## config.mk

```make
export PLATFORM = sky130hd
export DESIGN_NAME = arm_encode
export DESIGN_NICKNAME = d
export VERILOG_FILES = /design/src/rtl/arm_encode.sv
export SDC_FILE = /design/constraint.sdc
export NUM_CORES = 1
export LEC_CHECK = 0
export CORE_UTILIZATION = 43
export DETAILED_ROUTE_END_ITERATION = 8
export PLACE_DENSITY = 0.76
export SYNTH_ARGS = -nofsm -noshare
export SYNTH_HDL_FRONTEND = slang
export SYNTH_SLANG_ARGS = --single-unit
```

## constraint.sdc

```tcl
create_clock -name clk -period 2.6 [get_ports clk]
set_input_delay 0.39 -clock clk [delete_from_list [all_inputs] [get_ports clk]]
set_output_delay 0.39 -clock clk [all_outputs]
set_load 0.1 [all_outputs]
```

## src/rtl/arm_encode.sv

```systemverilog
// arm_encode: field-level requests in, packed 32-bit ARM instruction words out.
// Optional ARM_ENCODE_ROT_FAST_EN: resolve DP-immediate rotation in the accept cycle.
module arm_encode (
    input  logic        clk,
    input  logic        reset,
    input  logic        req_valid,
    output logic        req_ready,
    input  logic [1:0]  req_kind,
    input  logic [3:0]  req_cond,
    input  logic [3:0]  req_opcode,
    input  logic        req_s,
    input  logic [3:0]  req_rn,
    input  logic [3:0]  req_rd,
    input  logic [3:0]  req_rm,
    input  logic [1:0]  req_shift,
    input  logic [4:0]  req_shift_amt,
    input  logic [31:0] req_imm,
    input  logic        req_link,
    input  logic        req_load,
    input  logic        req_up,
    output logic        inst_valid,
    input  logic        inst_ready,
    output logic [31:0] inst,
    output logic        inst_err
);

    typedef enum logic [1:0] {
        IDLE   = 2'd0,
        SEARCH = 2'd1,
        OUT    = 2'd2
    } state_t;

    state_t      state, state_nx;
    logic [3:0]  rot, rot_nx;
    logic [31:0] inst_nx;
    logic        err_nx;
    logic        cap;

    logic [3:0]  cond_q, opcode_q, rn_q, rd_q;
    logic        s_q;
    logic [31:0] imm_q;
    logic [31:0] srch_v;

    // rotate left by twice the 4-bit rotation field
    function automatic logic [31:0] rol2(input logic [31:0] v,
                                         input logic [3:0]  r);
        logic [63:0] t;
        t = {v, v} << {r, 1'b0};
        return t[63:32];
    endfunction

    assign req_ready  = (state == IDLE);
    assign inst_valid = (state == OUT);
    assign srch_v     = rol2(imm_q, rot);

`ifdef ARM_ENCODE_ROT_FAST_EN
    logic        fast_hit;
    logic [3:0]  fast_rot;
    logic [31:0] fast_t;
    logic [7:0]  fast_imm8;

    // scan all rotations from the top down so the lowest match wins
    always_comb begin
        fast_hit  = 1'b0;
        fast_rot  = 4'd0;
        fast_t    = 32'd0;
        fast_imm8 = 8'd0;
        for (int i = 15; i >= 0; i--) begin
            fast_t = rol2(req_imm, 4'(i));
            if (fast_t[31:8] == 24'd0) begin
                fast_hit  = 1'b1;
                fast_rot  = 4'(i);
                fast_imm8 = fast_t[7:0];
            end
        end
    end
`endif

    // next-state, capture strobe and next output word
    always_comb begin
        state_nx = state;
        rot_nx   = rot;
        inst_nx  = inst;
        err_nx   = inst_err;
        cap      = 1'b0;
        unique case (state)
            IDLE: begin
                if (req_valid) begin
                    cap      = 1'b1;
                    state_nx = OUT;
                    err_nx   = 1'b0;
                    unique case (req_kind)
                        2'b00: begin
                            inst_nx = {req_cond, 3'b000, req_opcode, req_s,
                                       req_rn, req_rd, req_shift_amt,
                                       req_shift, 1'b0, req_rm};
                        end
                        2'b01: begin
`ifdef ARM_ENCODE_ROT_FAST_EN
                            if (fast_hit) begin
                                inst_nx = {req_cond, 3'b001, req_opcode,
                                           req_s, req_rn, req_rd,
                                           fast_rot, fast_imm8};
                            end else begin
                                inst_nx = 32'd0;
                                err_nx  = 1'b1;
                            end
`else
                            state_nx = SEARCH;
                            rot_nx   = 4'd0;
`endif
                        end
                        2'b10: begin
                            if (&req_imm[31:23] || ~|req_imm[31:23]) begin
                                inst_nx = {req_cond, 3'b101, req_link,
                                           req_imm[23:0]};
                            end else begin
                                inst_nx = 32'd0;
                                err_nx  = 1'b1;
                            end
                        end
                        2'b11: begin
                            if (~|req_imm[31:12]) begin
                                inst_nx = {req_cond, 3'b010, 1'b1, req_up,
                                           1'b0, 1'b0, req_load, req_rn,
                                           req_rd, req_imm[11:0]};
                            end else begin
                                inst_nx = 32'd0;
                                err_nx  = 1'b1;
                            end
                        end
                        default: ;
                    endcase
                end
            end
            SEARCH: begin
                if (srch_v[31:8] == 24'd0) begin
                    inst_nx  = {cond_q, 3'b001, opcode_q, s_q, rn_q, rd_q,
                                rot, srch_v[7:0]};
                    err_nx   = 1'b0;
                    state_nx = OUT;
                end else if (rot == 4'd15) begin
                    inst_nx  = 32'd0;
                    err_nx   = 1'b1;
                    state_nx = OUT;
                end else begin
                    rot_nx = rot + 4'd1;
                end
            end
            OUT: begin
                if (inst_ready) state_nx = IDLE;
            end
            default: state_nx = IDLE;
        endcase
    end

    // state, rotation counter, output word and captured request fields
    always_ff @(posedge clk or posedge reset) begin
        if (reset) begin
            state    <= IDLE;
            rot      <= 4'd0;
            inst     <= 32'd0;
            inst_err <= 1'b0;
            cond_q   <= 4'd0;
            opcode_q <= 4'd0;
            s_q      <= 1'b0;
            rn_q     <= 4'd0;
            rd_q     <= 4'd0;
            imm_q    <= 32'd0;
        end else begin
            state    <= state_nx;
            rot      <= rot_nx;
            inst     <= inst_nx;
            inst_err <= err_nx;
            if (cap) begin
                cond_q   <= req_cond;
                opcode_q <= req_opcode;
                s_q      <= req_s;
                rn_q     <= req_rn;
                rd_q     <= req_rd;
                imm_q    <= req_imm;
            end
        end
    end

endmodule
```

Word level (Yosys, flattened, before mapping):

Index checks and enable logic that the tools add are counted.

* register bits after elaboration: 88
* latch bits: 0
* memory bits (writable): 0
* bits in read-only memories: 0
* bits of input ports: 69
* output and inout bits: 35
* word-level logic and storage cells: 65
* memories: 0

* add/sub/neg operators: 1
* multiply operators: 0
* divide/modulo/power cells: 0
* $lt $le $gt $ge: 0
* equality and inequality tests: 13
* shift operators: 1
* mux-type cells: 27
* bitwise operators: 0
* reduce and logical (&&, ||, !) cells: 13

Operators with widths (number)
* 32-bit 2-to-1 mux: 5
* 32-bit one-hot mux with 3 select lines: 1
* 32-bit one-hot mux with 2 select lines: 1
* 64-bit by 5-bit left shift with 64-bit output: 1
* 24-bit logical NOT: 1
* 20-bit OR reduction: 1
* 4-bit 2-to-1 mux: 4
* 2-bit 2-to-1 mux: 5
* 9-bit AND reduction: 1
* 9-bit OR reduction: 1
* 4-bit one-hot mux with 2 select lines: 1
* 1-bit 2-to-1 mux: 7
* 2-bit equality test (second input constant): 3
* 2-bit inequality test (second input constant): 3
* 2-bit one-hot mux with 3 select lines: 1
* 3-bit AND reduction: 2
* 5-bit AND reduction: 1
* 4-bit by 1-bit adder with 4-bit output (second input constant): 1
* 2-bit by 1-bit equality test with 1-bit output (second input constant): 2
* 4-bit equality test (second input constant): 1
* 2-bit logical NOT: 2
* 2-bit by 1-bit inequality test with 1-bit output (second input constant): 2
* 4-bit by 1-bit inequality test with 1-bit output (second input constant): 1
* 1-bit one-hot mux with 2 select lines: 2
* 5 further kinds: 5

Longest topological paths before layout:

Gate-level depths: netlist of run 1.

* depth in word-level cells: 7
* gate-level depth with buffers: 14

Worst setup path before layout of run 1:

Ideal clock, no wire load.

* kind: register to register
* start point: register state[0]
* end point: register inst[25]
* arrival: 3.225 ns
* data required time: 2.523 ns
* setup slack: -0.702 ns
* cell stages (with the launch flop): 10
* path buffers: 1
* clock period less this slack: 3.302 ns
* cell sequence: dfrtp_1 -> nor2_1 -> and3_1 -> nor2_1 -> nand2_1 -> nor2_1 -> a311oi_4 -> clkbuf_1 -> nand2_1 -> o21ai_1

* cells in the longest elaborated chain, start to end: 3
* elaborated cells on any way between the ends: 8
* those cells by class: eq/ne: 4; mux: 1; reduce/logical: 3

Ends and longest elaborated chain
* start: declaration: RTL line 33 `state_t state, state_nx;`
* start signal: assignment: RTL line 171 `state <= state_nx;`
* 2-bit logical NOT *
* via req_ready: RTL line 7 `output logic req_ready,`
* 4-bit by 1-bit inequality test with 1-bit output (no source line), or another cell as far along
* 4-bit AND reduction (no source line)
* end signal: assignment: RTL line 173 `inst <= inst_nx;`
* end: declaration: RTL line 23 `output logic [31:0] inst,`

The timed path passes the listed nets; every way through them passes the cells marked *.
A chain may end at the register's enable or synchronous reset.

Worst setup path in the final report of run 1:

* start point: register rot[1]
* end point: register inst[11]

* cells in the longest elaborated chain, start to end: 4
* elaborated cells on any way between the ends: 7
* those cells by class: eq/ne: 2; shift: 1; mux: 2; reduce/logical: 2

Ends and longest elaborated chain
* start: declaration: RTL line 34 `logic [3:0] rot, rot_nx;`
* start signal: assignment: RTL line 172 `rot <= rot_nx;`
* 64-bit by 5-bit left shift with 64-bit output: RTL line 48 `t = {v, v} << {r, 1'b0};`
* 24-bit logical NOT: RTL line 137 `if (srch_v[31:8] == 24'd0) begin`
* 3-bit inequality test (no source line) / 32-bit 2-to-1 mux (equally long branches)
* 4-bit AND reduction (no source line) / 32-bit one-hot mux with 2 select lines (equally long branches)

Parallel ways exist; a longest one is shown, timed or not.

==> metrics.md, run 1 <==
| Metric | Value |
|---|---|
| Number of port buffers | 103 |
| Power Internal | between 6 and 7 mW |
| Total of endpoints with negative setup slack in the final report | 39 |
| P&R area growth vs syn | 51.07% |
| Maximum resistive drop on vdd | around 0.00089 V |
| Die Y | between 100 and 150 µm |
| Detailed-route wire length | approximately 23 mm |
| Routability cong. | between 0.9 and 1 |
| Power consumption | 12.66 mW |
| Clk Latency, worst-skew pair | approximately 0.35 ns |
| Max H-tree Level | 3 |
| Die W | 118.6 µm |
| Cell-by-cell trace of the critical path | buf_12 -> buf_12 -> buf_4 -> and2_1 -> a2111oi_2 -> nor4_1 -> or3_1 -> o21ai_4 -> buf_12 -> and3_4 -> buf_8 -> a21oi_1 -> o21ai_1 |
| Setup ws final | -0.4115 ns |
| Hold Fails Final Rpt | 0 |
| Unrepaired setup endpoints after global routing | true |
| Initial core utilization | ~44% |
| Static power due to leakage | ~3.8 nW |
| Post-synth EDFFs | 0 |
| Synthesized area per cell | approximately 9.9 µm² |
| TritonCTS clock tree | built |
| DRT Pass-1 Iters | 5 |
| Iteration-0 DRC Markers | ~530 |
| Post-route clock skew | 0.006581 ns |
| Wire length per cell | approximately 22 µm |
| Yosys Warn Count | 0 |
| Endpoint required time on the critical path | 2.87 ns |
| DIE AREA | approximately 0.014 mm² |
| Number of global-route vias before repair | roughly 6,200 |
| Critical Path Start Type | flip-flop |
| Ports | approximately 100 |
| Failing checks | setup timing |
| Maximum number of buffers from clock root to sink | 2 |
| Max-slew violation count | 0 |
| Cells after Synth | between 500 and 600 |
| Unique masters post-synth | 64 |
| Global-route usage over all layers | around a third |
| Crit path max-delay cell type | dfrtp_4 |
| Sequential cell fraction of total power | ~22% |
| Switching power as a share of total power | between 40 and 50% |
| Number of cell rows | between 40 and 50 |
| Final worst hold slack | 0.4902 ns |
| Post-synth top flop | dfrtp_1 |
| Leftover overflow at the end of global routing | 0 |
| Post-route ant nets | 0 |
| First-pass GRT wire length | about 35 mm |
| Number of buffers created by CTS | 9 |
| Fraction of the cycle the final worst path needs | 115.8% |
| Largest net degree at the start of global routing | 89 |
| Fraction of final layout cells with drive strength greater than 1 | a little over two fifths |
| Status | complete, but fails checks |
| Slew HR | roughly 63% |
| Total standard cell area after synthesis | 0.005848 mm² |
| # diodes | 0 |
| Synth Net Count | 660 |
| Finished Core Util | approximately 67% |
| Actual slew at the worst max-slew pin | around 0.55 ns |
| Drt drc | 0 |
| Slowest cell delay on critical path | between 0.5 and 0.6 ns |
| Max Cap Viol | 0 |
| Worst-path clk slew | 0.07 ns |
| Standard cell core area | ~0.013 mm² |
| Arrival time at the worst endpoint | 3.28 ns |
| Power share of the combinational group | between 60 and 70% |
| Detailed Place HPWL | 16.98 mm |
| CTS root buffer | clkbuf_16 |
| FF+latch count, synth | ~90 |
| Number of nets in the finished design | a little over 900 |
| Per-cell via count in the routed design | 6.098 |
| Via count of the routed design | 6,196 |
| Initial antenna violation count | 0 |
| Classification of the worst setup path | reg -> reg |
| Share of synthesized registers carrying an async set or reset | 100.0% |
| Fin crit period | about 3 ns |
| Register area share after synthesis | 37.66% |
| Clock network fraction of total power | around 11% |
| Most frequent cell on the critical path | buf_12 |
| Clock Sinks | around 90 |
| Critical path fanouts, max | 19 |
| Switching Power | 6.073 mW |
| Peak clock frequency supported by timing | 0.3321 GHz |
| Type of the tightest min-delay check | reg -> reg |
| Total power divided by cell area | between 1000 and 1500 mW/mm² |
| Nature of the critical path endpoint | flip-flop |
==> timing repair <==
item / in CTS / in global routing
hold buffers: 0 / 0
setup buffers: 8 / 7
gates cloned: 0 / 3
endpoints found under the setup margin: 39 / 39
hold endpoints to repair: 0 / 0
gates resized for setup: 24 / 40
pin swaps: 3 / 15
==> area by class of cell <==
| type | instances | area [µm²] |
|---|---|---|
| clock buffers | 9 | 225.2 |
| clock inverters | 6 | 92.59 |
| fillers | 1046 | 4408 |
| inverters | 8 | 46.29 |
| multi-input cells | 440 | 3491 |
| flip-flops and latches | 88 | 2207 |
| well taps | 176 | 220.2 |
| repair buffers | 289 | 2552 |
==> routing by layer <==
metal / track usage, % / vias up / routed length [µm]
met2: 52.92 / 324 / 10700
li1: - / 2727 / -
met1: 43.39 / 3085 / 9575
met4: 12.18 / 0 / 850
met3: 5.261 / 60 / 1618
met5: 0 / - / 0
==> registers in the layout (all words and copies together) (netlist names) <==
register / cells
cond_q: 4
imm_q: 32
inst: 32
inst_err: 1
opcode_q: 4
rd_q: 4
rn_q: 4
rot: 4
s_q: 1
state: 2
==> cell usage in the layout, fill, tap and decap left out, types with 5 or more instances in the layout <==
| cell | count |
|---|---|
| nand3_1 | 5 |
| clkbuf_16 | 11 |
| a211oi_1 | 14 |
| mux2_2 | 53 |
| o21ai_1 | 31 |
| a22o_1 | 8 |
| and2_1 | 5 |
| nor2_1 | 41 |
| dfrtp_1 | 86 |
| nor2b_1 | 8 |
| mux2i_1 | 9 |
| buf_6 | 6 |
| a21oi_1 | 31 |
| mux4_2 | 26 |
| buf_4 | 199 |
| buf_12 | 10 |
| o21ai_0 | 17 |
| a22oi_1 | 17 |
| a31oi_1 | 5 |
| clkdlybuf4s50_1 | 68 |
| nand2_1 | 61 |
| nor4_1 | 17 |
| nor3_1 | 12 |
==> power by group through the flow <==
stage / combinational [mW] / sequential [mW] / clock (mW)
after floorplan: 3.43 / 3.90 / 0
after global placement: 7.69 / 2.78 / 0
after detailed placement: 7.75 / 2.80 / 0
after CTS: 7.95 / 2.78 / 1.42
after global routing: 8.86 / 2.87 / 1.47
final: 8.44 / 2.82 / 1.40
==> worst max-delay path, delay by kind of cell, from the launching register on <==
family	cells	cell delay (ns)
AO/OA/AOI/OAI	4	0.80
flip-flops	1	0.52
buffers and inverters	5	0.72
AND/OR/NAND/NOR	4	0.87
==> Yosys cell counts, types with 3 or more instances <==
| cell type | instances | area, µm² |
|---|---|---|
| mux4_2 | 26 | 585.6 |
| nor2_1 | 43 | 161.4 |
| a2111oi_0 | 8 | 70.07 |
| buf_1 | 6 | 22.52 |
| or2_2 | 3 | 18.77 |
| inv_1 | 5 | 18.77 |
| nor2b_1 | 8 | 50.05 |
| o21ai_0 | 28 | 140.1 |
| and2_1 | 7 | 43.79 |
| buf_6 | 4 | 45.04 |
| a221oi_1 | 3 | 26.28 |
| a21oi_1 | 34 | 170.2 |
| a22oi_1 | 17 | 127.6 |
| or3_1 | 3 | 18.77 |
| buf_2 | 9 | 45.04 |
| buf_4 | 4 | 30.03 |
| dfrtp_1 | 88 | 2202 |
| a211oi_1 | 16 | 120.1 |
| a21o_1 | 3 | 22.52 |
| nor4_1 | 18 | 112.6 |
| clkbuf_1 | 29 | 108.9 |
| nand2_1 | 61 | 229.0 |
| mux2_2 | 54 | 608.1 |
| nand3_1 | 5 | 25.02 |
| o21ai_1 | 21 | 105.1 |
| a31oi_1 | 5 | 31.28 |
| a22o_1 | 8 | 70.07 |
| nand2b_1 | 3 | 18.77 |
| nor4b_1 | 3 | 26.28 |
| mux2i_1 | 12 | 120.1 |
| and3_1 | 3 | 18.77 |
| nor3_1 | 12 | 60.06 |
==> final timing paths <==
check                                     start                    to  slack [ns]  cells after the start
min in group asynchronous                 reset   inst[8]$_DFFE_PP0P_        0.51                      3
max in group asynchronous                 reset    rot[1]$_DFFE_PP0P_        1.69                      3
hold / removal             inst[24]$_DFFE_PP0P_  inst[24]$_DFFE_PP0P_        0.49                      2
setup / recovery             rot[1]$_DFFE_PP0P_  inst[11]$_DFFE_PP0P_       -0.41                     13
hold reg to reg            inst[24]$_DFFE_PP0P_  inst[24]$_DFFE_PP0P_        0.49                      2
setup reg to reg             rot[1]$_DFFE_PP0P_  inst[11]$_DFFE_PP0P_       -0.41                     13
==> stage by stage <==
stage / instances / instance area [µm²] / setup TNS [ns] / setup slack [ns]
3_3_place_gp: 985 / 8109 / -14.50 / -0.4449
3_5_place_dp: 985 / 8109 / -14.37 / -0.4986
5_1_grt: 1016 / 8835 / -19.09 / -0.5509
4_1_cts: 1007 / 8549 / -12.44 / -0.3740
2_1_floorplan: 590 / 5866 / -1.024 / -0.04474
6_report: 1016 / 8835 / -14.26 / -0.4115
==> cells by family after synthesis <==
group           count (synthesis)  share of synthesized area (%)
mux                            93                          22.72
flops                          88                          37.66
simple gates                  179                          14.78
xor+xnor                        1                         0.1498
compound gates                166                          19.15
buf+inv                        62                          5.327
fa+ha+maj                       1                         0.2139
Note: power is estimated with default switching activity, not from simulation.
==> inputs of run 2 (changes only) <==
PLACE_DENSITY = 0.8   (was 0.76)
==> run 2 against run 1 <==
Effect of this change: final cell count is 0.39% lower; first-iteration DRC count increased by 5.5%; total power shrank 0.29%; global-route usage increased by 0.61 points; critical path depth decreased by 3; design area is 0.52% higher; fmax increased by 5.0%; clock skew down 0.00062 ns; worst setup slack better by 0.14 ns; the flow still finishes with violations (setup timing); largest power group unchanged; largest cell class unchanged; critical endpoint is now inst[27]$_DFFE_PP0P_; register-to-register slack improved by 0.14 ns; combinational power hardly changed; non-clock buffer count down 4.
==> metrics.md, run 2 (synthesis results as in run 1) <==
| Metric | Value |
|---|---|
| Detailed-route wire length | 22.65 mm (-0.44%) |
| Static power due to leakage | 3.761 nW (+0.16%) |
| Post-CTS Hold Fix Bufs | 0 (unchanged) |
| Type of the tightest min-delay check | in -> async |
| Iteration-0 DRC Markers | 558 (+5.5%) |
| Endpoint required time on the critical path | 2.84 ns (-0.03 ns) |
| Standard cell core area | 0.01324 mm² (unchanged) |
| Largest registers | imm_q x32, inst x32 |
| Max-slew violation count | 0 (unchanged) |
| Setup ws final | -0.2686 ns (+0.1429 ns) |
| Die Y | 118.6 µm (unchanged) |
| Via count of the routed design | 6,114 (-1.3%) |
| Initial antenna violation count | 0 (unchanged) |
| Leftover overflow at the end of global routing | 0 (unchanged) |
| Worst-path clk slew | 0.07 ns (about the same) |
| Number of nets in the finished design | 902 (-0.44%) |
| Maximum resistive drop on vdd | 0.0008142 V (-8.2%) |
| Fin crit period | 2.869 ns (-0.1429 ns) |
| Classification of the worst setup path | reg -> reg |
| Maximum number of buffers from clock root to sink | 2 (unchanged) |
| Number of global-route vias before repair | 6,180 (-0.13%) |
| Commonest cells after routing, fill and taps aside | buf_4, dfrtp_1, clkdlybuf4s50_1, nand2_1, mux2_2 |
| Fraction of the cycle the final worst path needs | 110.3% (-5.5 points) |
| Post-route clock skew | 0.005960 ns (-0.0006207 ns) |
| Post-route ant nets | 0 (unchanged) |
| Critical Path Start Type | flip-flop |
| Nature of the critical path endpoint | flip-flop |
| Wire length per cell | 22.38 µm (about the same) |
| Arrival time at the worst endpoint | 3.11 ns (-0.17 ns) |
| # diodes | 0 (unchanged) |
| Fraction of final layout cells with drive strength greater than 1 | 42.58% (+0.92 points) |
| Actual slew at the worst max-slew pin | 0.9786 ns (+0.4297 ns) |
| Layout filler cell count | 1,012 (-3.3%) |
| Largest net degree at the start of global routing | 89 (unchanged) |
| Number of buffers created by CTS | 9 (unchanged) |
| Global-route usage over all layers | 33.09% (+0.61 points) |
| Number of port buffers | 103 (unchanged) |
| DIE AREA | 0.01407 mm² (unchanged) |
| Max H-tree Level | 3 (unchanged) |
| Number of cells after detailed placement | 979 (-0.61%) |
| Clock Sinks | 88 (unchanged) |
| Total power divided by cell area | 1422 mW/mm² (-0.81%) |
| Setup tns final | -8.306 ns (+5.953 ns) |
| Ports | 104 (unchanged) |
| TritonCTS clock tree | built |
| Per-cell via count in the routed design | 6.042 (-0.93%) |
| Total of endpoints with negative setup slack in the final report | 38 (-2.6%) |
| First-pass GRT wire length | 34.98 mm (+0.12%) |
| Crit path max-delay cell type | mux4_2 |
| Status | complete, but fails checks |
| Die W | 118.6 µm (unchanged) |
| P&R area growth vs syn | 51.86% |
| Most common cell after layout, fill and taps aside | buf_4 |
| Slowest cell delay on critical path | 0.51 ns (about the same) |
| Critical path fanouts, max | 17 (-2) |
| Number of non-filler instances in the completed layout | 1,012 (-0.39%) |
| Unrepaired setup endpoints after global routing | true |
| DRT Pass-1 Iters | 7 (+2) |
| Crit path max-delay family | multiplexers |
| Number of cell rows | 42 (unchanged) |
| Finished Core Util | 67.06% (+0.35 points) |
| Place WS | -0.4037 ns (+0.09487 ns) |
| Crit path buffers/inverters | 4 (-1) |
| Slew HR | 34.63% (-29 points) |
| Failing checks | setup timing |
| Detailed Place HPWL | 17.14 mm (+0.96%) |
| Max Cap Viol | 0 (unchanged) |
| Hold Fails Final Rpt | 0 (unchanged) |
| Routability cong. | 0.9721 (-0.98%) |
| Initial core utilization | 44.16% (unchanged) |
| CTS root buffer | clkbuf_16 |
| Drt drc | 0 (unchanged) |
| Cell-by-cell trace of the critical path | buf_12 -> inv_4 -> buf_6 -> mux4_2 -> a211oi_2 -> a2111o_1 -> o21ai_4 -> a311oi_4 -> buf_8 -> mux2_2 |
| Clk Latency, worst-skew pair | 0.35 ns (about the same) |
| Peak clock frequency supported by timing | 0.3486 GHz (+5.0%) |
==> run 2: changes by cell type in the layout (fill, tap and decap cells not counted), moves of 4 or more <==
cell / change
buf_6: +7
buf_4: -9
o21ai_1: -5
nand2_2: +4
nand2_1: -4
==> run 2: path summary, 6_finish.rpt <==
| check | startpoint | endpoint | slack [ns] | cells after the start |
|---|---|---|---|---|
| worst max register to register | rot[1]$_DFFE_PP0P_ | inst[27]$_DFFE_PP0P_ | -0.27 | 10 |
| max in group asynchronous | reset | imm_q[27]$_DFFE_PP0P_ | 1.69 | 3 |
| min in group clk | inst[28]$_DFFE_PP0P_ | inst[28]$_DFFE_PP0P_ | 0.49 | 2 |
| worst max-delay path | rot[1]$_DFFE_PP0P_ | inst[27]$_DFFE_PP0P_ | -0.27 | 10 |
| worst min register to register | inst[28]$_DFFE_PP0P_ | inst[28]$_DFFE_PP0P_ | 0.49 | 2 |
| worst min-delay path | reset | cond_q[1]$_DFFE_PP0P_ | 0.49 | 3 |
==> run 2: final cells by class <==
type | count | area [µm²] | share of cell area, %
inverters | 8 | 36.28 | 0.4086
multi-input cells | 440 | 3548 | 39.95
well taps | 176 | 220.2 | 2.480
clock buffers | 9 | 225.2 | 2.536
clock inverters | 6 | 92.59 | 1.043
repair buffers | 285 | 2554 | 28.75
flip-flops and latches | 88 | 2205 | 24.82
==> run 2: layer usage <==
layer | share of wire (%) | GRT usage [%] | up-vias
met5 | 0 | 0 | -
met4 | 3.0 | 12.10 | 0
met3 | 8.2 | 7.239 | 51
met2 | 47 | 53.29 | 308
met1 | 41 | 43.64 | 3026
li1 | - | - | 2729
==> run 2: through the flow <==
stage / total power, mW / hold slack, ns / cell area [µm²]
global placement: 10.43 / 0.4656 / 8064
global route: 13.21 / 0.5099 / 8881
CTS: 12.25 / 0.4972 / 8651
finish: 12.63 / 0.4907 / 8881
floorplan: 7.332 / 0.4805 / 5866
detailed placement: 10.49 / 0.4786 / 8064
==> run 2: power breakdown <==
group / internal, mW / switching [mW] / leakage, nW
Clock: 0.843 / 0.577 / 0.149
Sequential: 2.00 / 0.786 / 1.09
Combinational: 3.71 / 4.70 / 2.53
Total: 6.56 / 6.07 / 3.76
==> run 2: timing repair <==
action,in CTS,in global routing
buffers inserted,13,2
cloned,2,3
gates resized for setup,46,27
pin swaps,12,13
setup endpoints to repair,39,39
==> run 2: tightest hold or removal path, cell delays in order <==
cell,delay (ns)
clkdlybuf4s50_1,0.44
clkinvlp_4,0.10
buf_12,0.35
